--- src/rtl/multicycle_control_fsm.sv ---
// -----------------------------------------------------------------------------
// multicycle_control_fsm
//   Control sequencer for the multicycle RV32I core. Steps each instruction
//   through fetch / decode / execute / memory / writeback and drives the
//   datapath enables, operand selects and the sign_extend immediate select.
//
// Ports
//   clk, rst            rising-edge clock, synchronous active-high reset
//   opcode, funct3      instruction fields from IR (valid from DECODE on)
//   branch_taken        comparator result, consumed in BRANCH
//   mem_ready           memory completes the requested access this cycle
//   imm_sel             0 I, 1 S, 2 B, 3 U, 4 J
//   pc_write, ir_write  PC load / IR+old_pc load
//   mem_req, mem_we     memory request (held until mem_ready) and store flag
//   adr_src             memory address: 0 PC, 1 ALU out reg
//   reg_write           register file write enable
//   alu_src_a           0 PC, 1 old_pc, 2 rs1, 3 zero
//   alu_src_b           0 rs2, 1 imm, 2 const 4
//   alu_op              0 add, 1 sub, 2 funct-decoded
//   result_src          0 ALU out reg, 1 mem data reg, 2 ALU result
//   illegal_instr       one-cycle pulse on an unsupported opcode
//   mem_err             one-cycle pulse when a memory access times out
// -----------------------------------------------------------------------------
module multicycle_control_fsm #(
    parameter int MEM_TIMEOUT = 255
) (
    input  logic       clk,
    input  logic       rst,
    input  logic [6:0] opcode,
    input  logic [2:0] funct3,
    input  logic       branch_taken,
    input  logic       mem_ready,
    output logic [2:0] imm_sel,
    output logic       pc_write,
    output logic       ir_write,
    output logic       mem_req,
    output logic       mem_we,
    output logic       adr_src,
    output logic       reg_write,
    output logic [1:0] alu_src_a,
    output logic [1:0] alu_src_b,
    output logic [1:0] alu_op,
    output logic [1:0] result_src,
    output logic       illegal_instr,
    output logic       mem_err
);

    localparam int CW = (MEM_TIMEOUT < 2) ? 1 : $clog2(MEM_TIMEOUT + 1);
    localparam logic [CW-1:0] WAIT_LAST = CW'((MEM_TIMEOUT == 0) ? 0 : MEM_TIMEOUT - 1);

    localparam logic [6:0] OP_LOAD   = 7'h03;
    localparam logic [6:0] OP_STORE  = 7'h23;
    localparam logic [6:0] OP_RTYPE  = 7'h33;
    localparam logic [6:0] OP_ITYPE  = 7'h13;
    localparam logic [6:0] OP_BRANCH = 7'h63;
    localparam logic [6:0] OP_JAL    = 7'h6F;
    localparam logic [6:0] OP_JALR   = 7'h67;
    localparam logic [6:0] OP_LUI    = 7'h37;
    localparam logic [6:0] OP_AUIPC  = 7'h17;

    typedef enum logic [3:0] {
        S_FETCH, S_DECODE, S_MEM_ADR, S_MEM_RD, S_MEM_WB, S_MEM_WR, S_EXEC_R,
        S_EXEC_I, S_ALU_WB, S_BRANCH, S_JAL, S_JALR, S_LUI, S_AUIPC
    } state_t;

    state_t          state_reg, state_next;
    logic [CW-1:0]   wait_cnt_reg, wait_cnt_next;
    // High for the first cycle after reset: every output is held at zero so
    // an access interrupted by reset really drops before FETCH restarts.
    logic            init_reg;
    logic            in_mem_state;
    logic            timeout;

    // funct3 is consumed by the ALU decoder, not by the sequencer.
    logic unused_funct3;
    assign unused_funct3 = ^funct3;

    assign in_mem_state = !init_reg &&
                          (state_reg == S_FETCH || state_reg == S_MEM_RD || state_reg == S_MEM_WR);
    // The timeout cycle itself withdraws the request, so mem_ready is ignored there.
    assign timeout = in_mem_state && (MEM_TIMEOUT != 0) && (wait_cnt_reg == WAIT_LAST);

    // State register
    always_ff @(posedge clk) begin
        if (rst) begin
            state_reg    <= S_FETCH;
            wait_cnt_reg <= '0;
            init_reg     <= 1'b1;
        end else begin
            state_reg    <= state_next;
            wait_cnt_reg <= wait_cnt_next;
            init_reg     <= 1'b0;
        end
    end

    // Wait counter: consecutive requesting cycles without mem_ready.
    always_comb begin
        wait_cnt_next = '0;
        if (in_mem_state && !timeout && !mem_ready && (MEM_TIMEOUT != 0))
            wait_cnt_next = wait_cnt_reg + CW'(1);
    end

    // Next-state logic
    always_comb begin
        state_next = state_reg;
        if (init_reg || timeout) begin
            state_next = S_FETCH;
        end else begin
            case (state_reg)
                S_FETCH:   if (mem_ready) state_next = S_DECODE;
                S_DECODE: begin
                    case (opcode)
                        OP_LOAD, OP_STORE: state_next = S_MEM_ADR;
                        OP_RTYPE:          state_next = S_EXEC_R;
                        OP_ITYPE:          state_next = S_EXEC_I;
                        OP_BRANCH:         state_next = S_BRANCH;
                        OP_JAL:            state_next = S_JAL;
                        OP_JALR:           state_next = S_JALR;
                        OP_LUI:            state_next = S_LUI;
                        OP_AUIPC:          state_next = S_AUIPC;
                        default:           state_next = S_FETCH;
                    endcase
                end
                S_MEM_ADR: state_next = (opcode == OP_STORE) ? S_MEM_WR : S_MEM_RD;
                S_MEM_RD:  if (mem_ready) state_next = S_MEM_WB;
                S_MEM_WR:  if (mem_ready) state_next = S_FETCH;
                S_EXEC_R, S_EXEC_I, S_LUI, S_AUIPC: state_next = S_ALU_WB;
                default:   state_next = S_FETCH;
            endcase
        end
    end

    // Output logic
    always_comb begin
        imm_sel       = 3'd0;
        pc_write      = 1'b0;
        ir_write      = 1'b0;
        mem_req       = 1'b0;
        mem_we        = 1'b0;
        adr_src       = 1'b0;
        reg_write     = 1'b0;
        alu_src_a     = 2'd0;
        alu_src_b     = 2'd0;
        alu_op        = 2'd0;
        result_src    = 2'd0;
        illegal_instr = 1'b0;
        mem_err       = 1'b0;
        if (timeout) begin
            mem_err = 1'b1;
        end else if (!init_reg) begin
            case (state_reg)
                S_FETCH: begin
                    mem_req    = 1'b1;
                    alu_src_b  = 2'd2;
                    result_src = 2'd2;
                    ir_write   = mem_ready;
                    pc_write   = mem_ready;
                end
                S_DECODE: begin
                    // Branch target old_pc + immB lands in the ALU out reg.
                    alu_src_a = 2'd1;
                    alu_src_b = 2'd1;
                    imm_sel   = 3'd2;
                    case (opcode)
                        OP_LOAD, OP_STORE, OP_RTYPE, OP_ITYPE, OP_BRANCH,
                        OP_JAL, OP_JALR, OP_LUI, OP_AUIPC: illegal_instr = 1'b0;
                        default:                           illegal_instr = 1'b1;
                    endcase
                end
                S_MEM_ADR: begin
                    alu_src_a = 2'd2;
                    alu_src_b = 2'd1;
                    imm_sel   = (opcode == OP_STORE) ? 3'd1 : 3'd0;
                end
                S_MEM_RD: begin
                    mem_req = 1'b1;
                    adr_src = 1'b1;
                end
                S_MEM_WB: begin
                    reg_write  = 1'b1;
                    result_src = 2'd1;
                end
                S_MEM_WR: begin
                    mem_req = 1'b1;
                    mem_we  = 1'b1;
                    adr_src = 1'b1;
                end
                S_EXEC_R: begin
                    alu_src_a = 2'd2;
                    alu_op    = 2'd2;
                end
                S_EXEC_I: begin
                    alu_src_a = 2'd2;
                    alu_src_b = 2'd1;
                    alu_op    = 2'd2;
                end
                S_ALU_WB: reg_write = 1'b1;
                S_BRANCH: begin
                    alu_src_a = 2'd2;
                    alu_op    = 2'd1;
                    pc_write  = branch_taken;
                end
                S_JAL: begin
                    alu_src_a  = 2'd1;
                    alu_src_b  = 2'd1;
                    imm_sel    = 3'd4;
                    pc_write   = 1'b1;
                    reg_write  = 1'b1;
                    result_src = 2'd2;
                end
                S_JALR: begin
                    alu_src_a  = 2'd2;
                    alu_src_b  = 2'd1;
                    pc_write   = 1'b1;
                    reg_write  = 1'b1;
                    result_src = 2'd2;
                end
                S_LUI: begin
                    alu_src_a = 2'd3;
                    alu_src_b = 2'd1;
                    imm_sel   = 3'd3;
                end
                S_AUIPC: begin
                    alu_src_a = 2'd1;
                    alu_src_b = 2'd1;
                    imm_sel   = 3'd3;
                end
                default: ;
            endcase
        end
    end

endmodule

--- config.mk ---
export PLATFORM = sky130hd
export DESIGN_NAME = multicycle_control_fsm
export DESIGN_NICKNAME = d
export VERILOG_FILES = /design/src/rtl/multicycle_control_fsm.sv
export SDC_FILE = /design/constraint.sdc
export NUM_CORES = 1
export LEC_CHECK = 0
export CORE_MARGIN = 8
export CORE_UTILIZATION = 55
export CTS_BUF_LIST = sky130_fd_sc_hd__clkbuf_8
export DETAILED_ROUTE_END_ITERATION = 8
export DONT_BUFFER_PORTS = 1
export PLACE_DENSITY = 0.73
export SETUP_SLACK_MARGIN = 0.2
export SYNTH_ARGS = -nofsm -noshare
export SYNTH_HDL_FRONTEND = slang
export SYNTH_SLANG_ARGS = --single-unit
--- constraint.sdc ---
create_clock -name clk -period 1.9 [get_ports clk]
set_clock_uncertainty 0.2 [all_clocks]
set_input_delay 0.19 -clock clk [delete_from_list [all_inputs] [get_ports clk]]
set_output_delay 0.19 -clock clk [all_outputs]
set_load 0.1 [all_outputs]
==> impl.org, run 1 <==
** Floorplan
- Height of the chip :: approximately 61 um
- From left edge to right edge, the die measures just over 60 um.
- Initial core utilization :: 58.1%
- The floorplan has 16 rows.
- 33 I/O pins were placed.

** Outcome
- Stage where the run ended :: detailed placement (3_5_place_dp)
- The run stopped with a tool error.
- The first error in the log reads "[ERROR DPL-0038] Utilization greater than 100%, impossible to legalize".

** Synth
- Counting distinct cell types in the post-synthesis netlist gives 43.
- Post-synthesis sequential area ratio :: between 20% and 30%
- A synthesized cell averages 7.42 um2.
- Net count after synthesis :: 168
- Cell count after synthesis :: approximately 150
- Number of synthesized register bits :: 13
- During synthesis, Yosys emitted a total of 0 warnings.
- In this run the cell area of the synthesized design comes to roughly 0.0011 mm2.
- Largest cells by area after synthesis :: dfxtp_1 (23%), nor2_1 (8.0%), nand2b_1 (5.0%), nor3_1 (4.9%), a21oi_1 (4.4%)
- Cell taking the most area after synthesis :: dfxtp_1
- Top cell type's share of synthesized area :: a little under a quarter

** Placement
- Count of buffers inserted at the top-level ports :: 0
- Final weighted congestion of routability-driven global placement :: between 0.8 and 0.9
Yosys cell counts (all sizes together):
cell type  count
a2111oi        1
a211o          2
a211oi         5
a21boi         1
a21oi         10
a221oi         1
a22oi          1
a311oi         1
and3           2
buf            9
clkbuf         2
dfxtp         13
ha             2
inv            3
nand2          9
nand2b         9
nand3          5
nand3b         1
nand4          3
nand4b         2
nand4bb        1
nor2          24
nor2b          2
nor3          12
nor4           8
nor4b          1
nor4bb         1
o21a           2
o21ai          2
o22ai          1
o31ai          2
or2            3
or4b           1
or4bb          1
xnor2          5
xor2           4
per-stage QoR:
step	setup WS, ns	area (um2)
after floorplan	-0.450	1430
after global placement	-0.00910	1960
logic make-up after synthesis:
family / synth area share (%)
and+or+nand+nor: 43.5
adders and majority gates: 2.22
DFF: 23.1
AOI/OAI and AO/OA: 17.8
buffers and inverters: 6.44
xor gates and xnor gates: 6.99
==> run 2, diff against run 1 <==
==> config.mk (replaced) <==
export PLATFORM = sky130hd
export DESIGN_NAME = multicycle_control_fsm
export DESIGN_NICKNAME = d
export VERILOG_FILES = /design/src/rtl/multicycle_control_fsm.sv
export SDC_FILE = /design/constraint.sdc
export NUM_CORES = 1
export LEC_CHECK = 0
export CORE_AREA = 8 8 69 71
export DETAILED_ROUTE_END_ITERATION = 8
export DIE_AREA = 0 0 77 79
export DONT_BUFFER_PORTS = 1
export PLACE_DENSITY_LB_ADDON = 0.15
export SYNTH_ARGS = -nofsm -noshare
export SYNTH_HDL_FRONTEND = slang
export SYNTH_SLANG_ARGS = --single-unit
==> impl.org, run 2 <==
** Final layout
- Count of antenna diodes in the layout :: 0
- Layout filler cell count :: roughly 330
- The net count of the finished layout is 221.
- Largest register FFs :: 8
- Relative to the synthesized area, the layout overhead comes to 110%.
- The post-route netlist has between 50 and 60% of its cells at a drive strength greater than 1.
- Most common library cell in the layout ignoring fill and taps :: buf_12
- Leaving out fill and tap cells, the most frequent cells in the layout are buf_12 (23), buf_4 (20), nor2_1 (17).
- Cells fill ~62% of the core in the end.

** Worst hold path
- The path with the worst hold slack has its endpoint at state_reg[1].
- The path class of the tightest hold or removal check is input port to register.
- Hold Path Depth :: 3
- Startpoint of the lowest-slack hold path :: mem_ready

** STA
- Unrepaired setup endpoints after global routing :: true
- In the finished design, the share of the clock period the worst path needs comes to 115%.
- Achievable frequency :: 458 MHz
- The count of pins over their slew limit came to 0.
- Final count of negative-setup-slack endpoints :: 17
- Final Critical Period :: 2.18 ns
- Final-report hold violation count :: 0
- Measured against its own limit, the worst slew margin works out to between 60% and 70%.
- In the post-route analysis, the smallest setup slack over all paths is -0.282 ns.
- Actual transition at the worst max-transition pin :: about 0.52 ns

** Clocking
- At the later pin of the worst-skew pair, clock insertion delay measures between 0.2 and 0.25 ns.
- The clock passes through at most 2 buffers.
- TritonCTS built the clock tree.
- Buffers inserted during clock tree synthesis total 3.
- CTS Root Cell :: clkbuf_8
- In this run the number of H-tree levels came out at 1.
- CTS saw 13 sinks.
- After clock tree synthesis, the clock-pin slew on the worst setup and hold paths is around 0.050 ns.

** Global routing
- Initial antenna violation count :: 0
- The via count of the first global-routing pass was ~1400.
- In the global route stage, overall resource usage came out at 13.2%.
- Entering global routing, the biggest net connects 26 pins.
- Wire length of the first global-routing pass :: 6690 um
- Remaining global-route overflow :: 0

** Pwr
- The design draws ~0.86 mW.
- Power density over the cells :: around 370 mW/mm2
- IR analysis of the VDD net gives a maximum drop of roughly 0.37 mV.
- Leakage component of the power :: 0.821 nW

** Route
- Vias per Instance :: ~5.3
- Post-detailed-route count of antenna-violating nets :: 0
- 1st-iter DRT viols :: 92
- Summing over every cut layer, the via total after detailed routing is about 1300.
- After detailed routing, the number of remaining DRC violations is 0.
- For this run, the detailed router's first-pass iteration total came to 4.
- Wires add up to between 3000 and 4000 um.
- After detailed routing, the average wire length per cell comes to 15.7 um.

** Critical path
- In this run the critical register-to-register path is captured at state_reg[2].
- Cell family contributing the most delay on the critical path :: compound AO/OA/AOI/OAI gates
- At the worst endpoint, the required time is approximately 1.5 ns.
- The critical path goes through xor2_2 > o21a_2 > o31ai_4 > clkbuf_16 > nor4_4 > buf_12.
- Setup slack on the worst reg-to-reg path comes out at -0.01 ns.
- The worst register-to-register path has a depth of 7.
- In this run the critical register-to-register path is launched from state_reg[1].
- The worst setup path is captured at an output port.
- The critical path contains buffers and inverters numbering 2 combined.
- In this run the worst path has a maximum fanout of 4.
- In this design, the stage delay of the slowest critical-path cell is 0.36 ns.
- Arrival time of the worst setup path :: roughly 1.8 ns
- STA classifies the critical path startpoint as a register.
- The slowest stage of the critical path is the dfxtp_4 cell.
- The critical path in this run is classified as register to output port.

** Synth
- Ranked by total cell area, the synthesized netlist is headed by dfxtp_1 (23%), nor2_1 (8.0%), nand2b_1 (5.0%), nor3_1 (4.9%), a21oi_1 (4.4%).
- The count of mapped cells out of synthesis came to 152 (unchanged).
- Leading cell type by number of instances after synthesis :: nor2_1
- Post-synth EDFFs :: 0 (unchanged)
- The distinct cell type count after synthesis is 43 (unchanged).
- The synthesis warning total came to 0 (unchanged).
- In the synthesized netlist the dominant register cell turns out to be dfxtp_1.
- Net count after synthesis :: 168 (unchanged)
- The mean post-synth cell area was 7.42 um2 (unchanged).
- Synth Cell Area :: 0.00113 mm2 (unchanged)
- The number of flip-flops and latches in the synthesized netlist came to 13 (unchanged).
- The register area share after synthesis is 23.1% (unchanged).
- The async set-or-reset flop fraction in the synthesized netlist was 0% (unchanged).
- Cell taking the most area after synthesis :: dfxtp_1
- The share of the synthesized area in the top cell type is 23.1% (unchanged).
- Post-synth top cells :: nor2_1 (24), dfxtp_1 (13), nor3_1 (11)

** Floorplan
- Initial core utilization :: 29.7% (-28 points)
- I/O pin cnt :: 33 (unchanged)
- Height of the chip :: 79 um (+29%)
- Number of core rows :: 23 (+7)
- Core area :: between 0.003 and 0.004 mm2
- The die covers around 0.006 mm2.
- The die boundary width was 77 um (+26%).

** Placement
- Before CTS, the worst setup slack after placement is -0.0302 ns.
- The placer congestion estimate came to 0.799 (-4.6%).
- Once detailed placement completed, the half-perimeter wirelength came to between 2000 and 3000 um.
- The number of input and output port buffers inserted came to 0 (unchanged).

** Run
- Reported max-cap violation count :: 0

** Outcome
- Failing checks :: setup timing
- Status :: complete, but fails checks
[run 2: cell counts after synthesis]
Identical to the previous run, type by type.
[run 2: power breakdown]
group	total, mW	switching (mW)	internal, mW
registers	0.281	0.00651	0.275
clock network	0.244	0.0958	0.148
logic	0.338	0.196	0.142
total	0.863	0.299	0.565
[run 2: cell families (layout without fill, tap and decap cells)]
kind of cell    count (synthesis)  count (layout)  share of synthesized area [%]
compound gates                 29              29                           17.8
xor+xnor                        9               9                           6.99
fa+ha+maj                       2               2                           2.22
buf+inv                        14              66                           6.44
flops                          13              13                           23.1
simple gates                   85              85                           43.5
[run 2: metrics by stage]
stage | area (um2) | setup TNS [ns] | cells | hold slack [ns]
5_1_grt | 2360 | -3.91 | 254 | 0.0798
3_5_place_dp | 1970 | -0.158 | 233 | 0.0189
2_1_floorplan | 1410 | -3.74 | 152 | 0.0177
3_3_place_gp | 1970 | -0.00269 | 233 | 0.0188
6_report | 2360 | -2.62 | 254 | 0.0719
4_1_cts | 2200 | -2.51 | 247 | 0.0210
[run 2: timing repair]
action	4_1_cts	5_1_grt
endpoints found under the hold margin	5	0
buffers inserted	7	6
cloned	0	1
endpoints found under the setup margin	16	19
hold buffers	3	0
gates resized for setup	28	19
pin swaps	10	14
[run 2: worst max path at each step]
stage                                from            end  slack, ns  cells past startpoint
after floorplan           wait_cnt_reg[0]   alu_src_b[1]      -0.45                      7
after global placement    wait_cnt_reg[0]  illegal_instr     -0.003                      8
after detailed placement  wait_cnt_reg[0]  illegal_instr      -0.03                      8
after CTS                 wait_cnt_reg[0]  illegal_instr      -0.28                      8
after global routing      wait_cnt_reg[0]   alu_src_b[1]      -0.35                      8
final                        state_reg[1]   alu_src_b[1]      -0.28                      6
[run 2: per-layer routing]
metal,GRT usage [%],vias up,routed length (um)
li1,-,655,-
met1,13.8,647,1430
met2,26.3,37,2280
met3,2.26,7,204
met4,3.77,0,71
met5,0,-,0
[run 2: layout make-up]
cell class,instances,area (um2),share of cell area [%]
clock buffers,4,45.0,1.91
inverters,3,11.3,0.477
well taps,50,62.6,2.65
repair buffers,59,808,34.2
flip-flops and latches,13,275,11.7
multi-input cells,125,1160,49.1
[run 2: worst reg2reg max path: cells and delay by family, from the launching register on]
family                    cells  cell delay, ns
DFF                           1            0.36
xor gates and xnor gates      1            0.17
AOI/OAI and AO/OA             3            0.62
buffers and inverters         3            0.44
No activity file was read; power rests on OpenSTA's default activity.
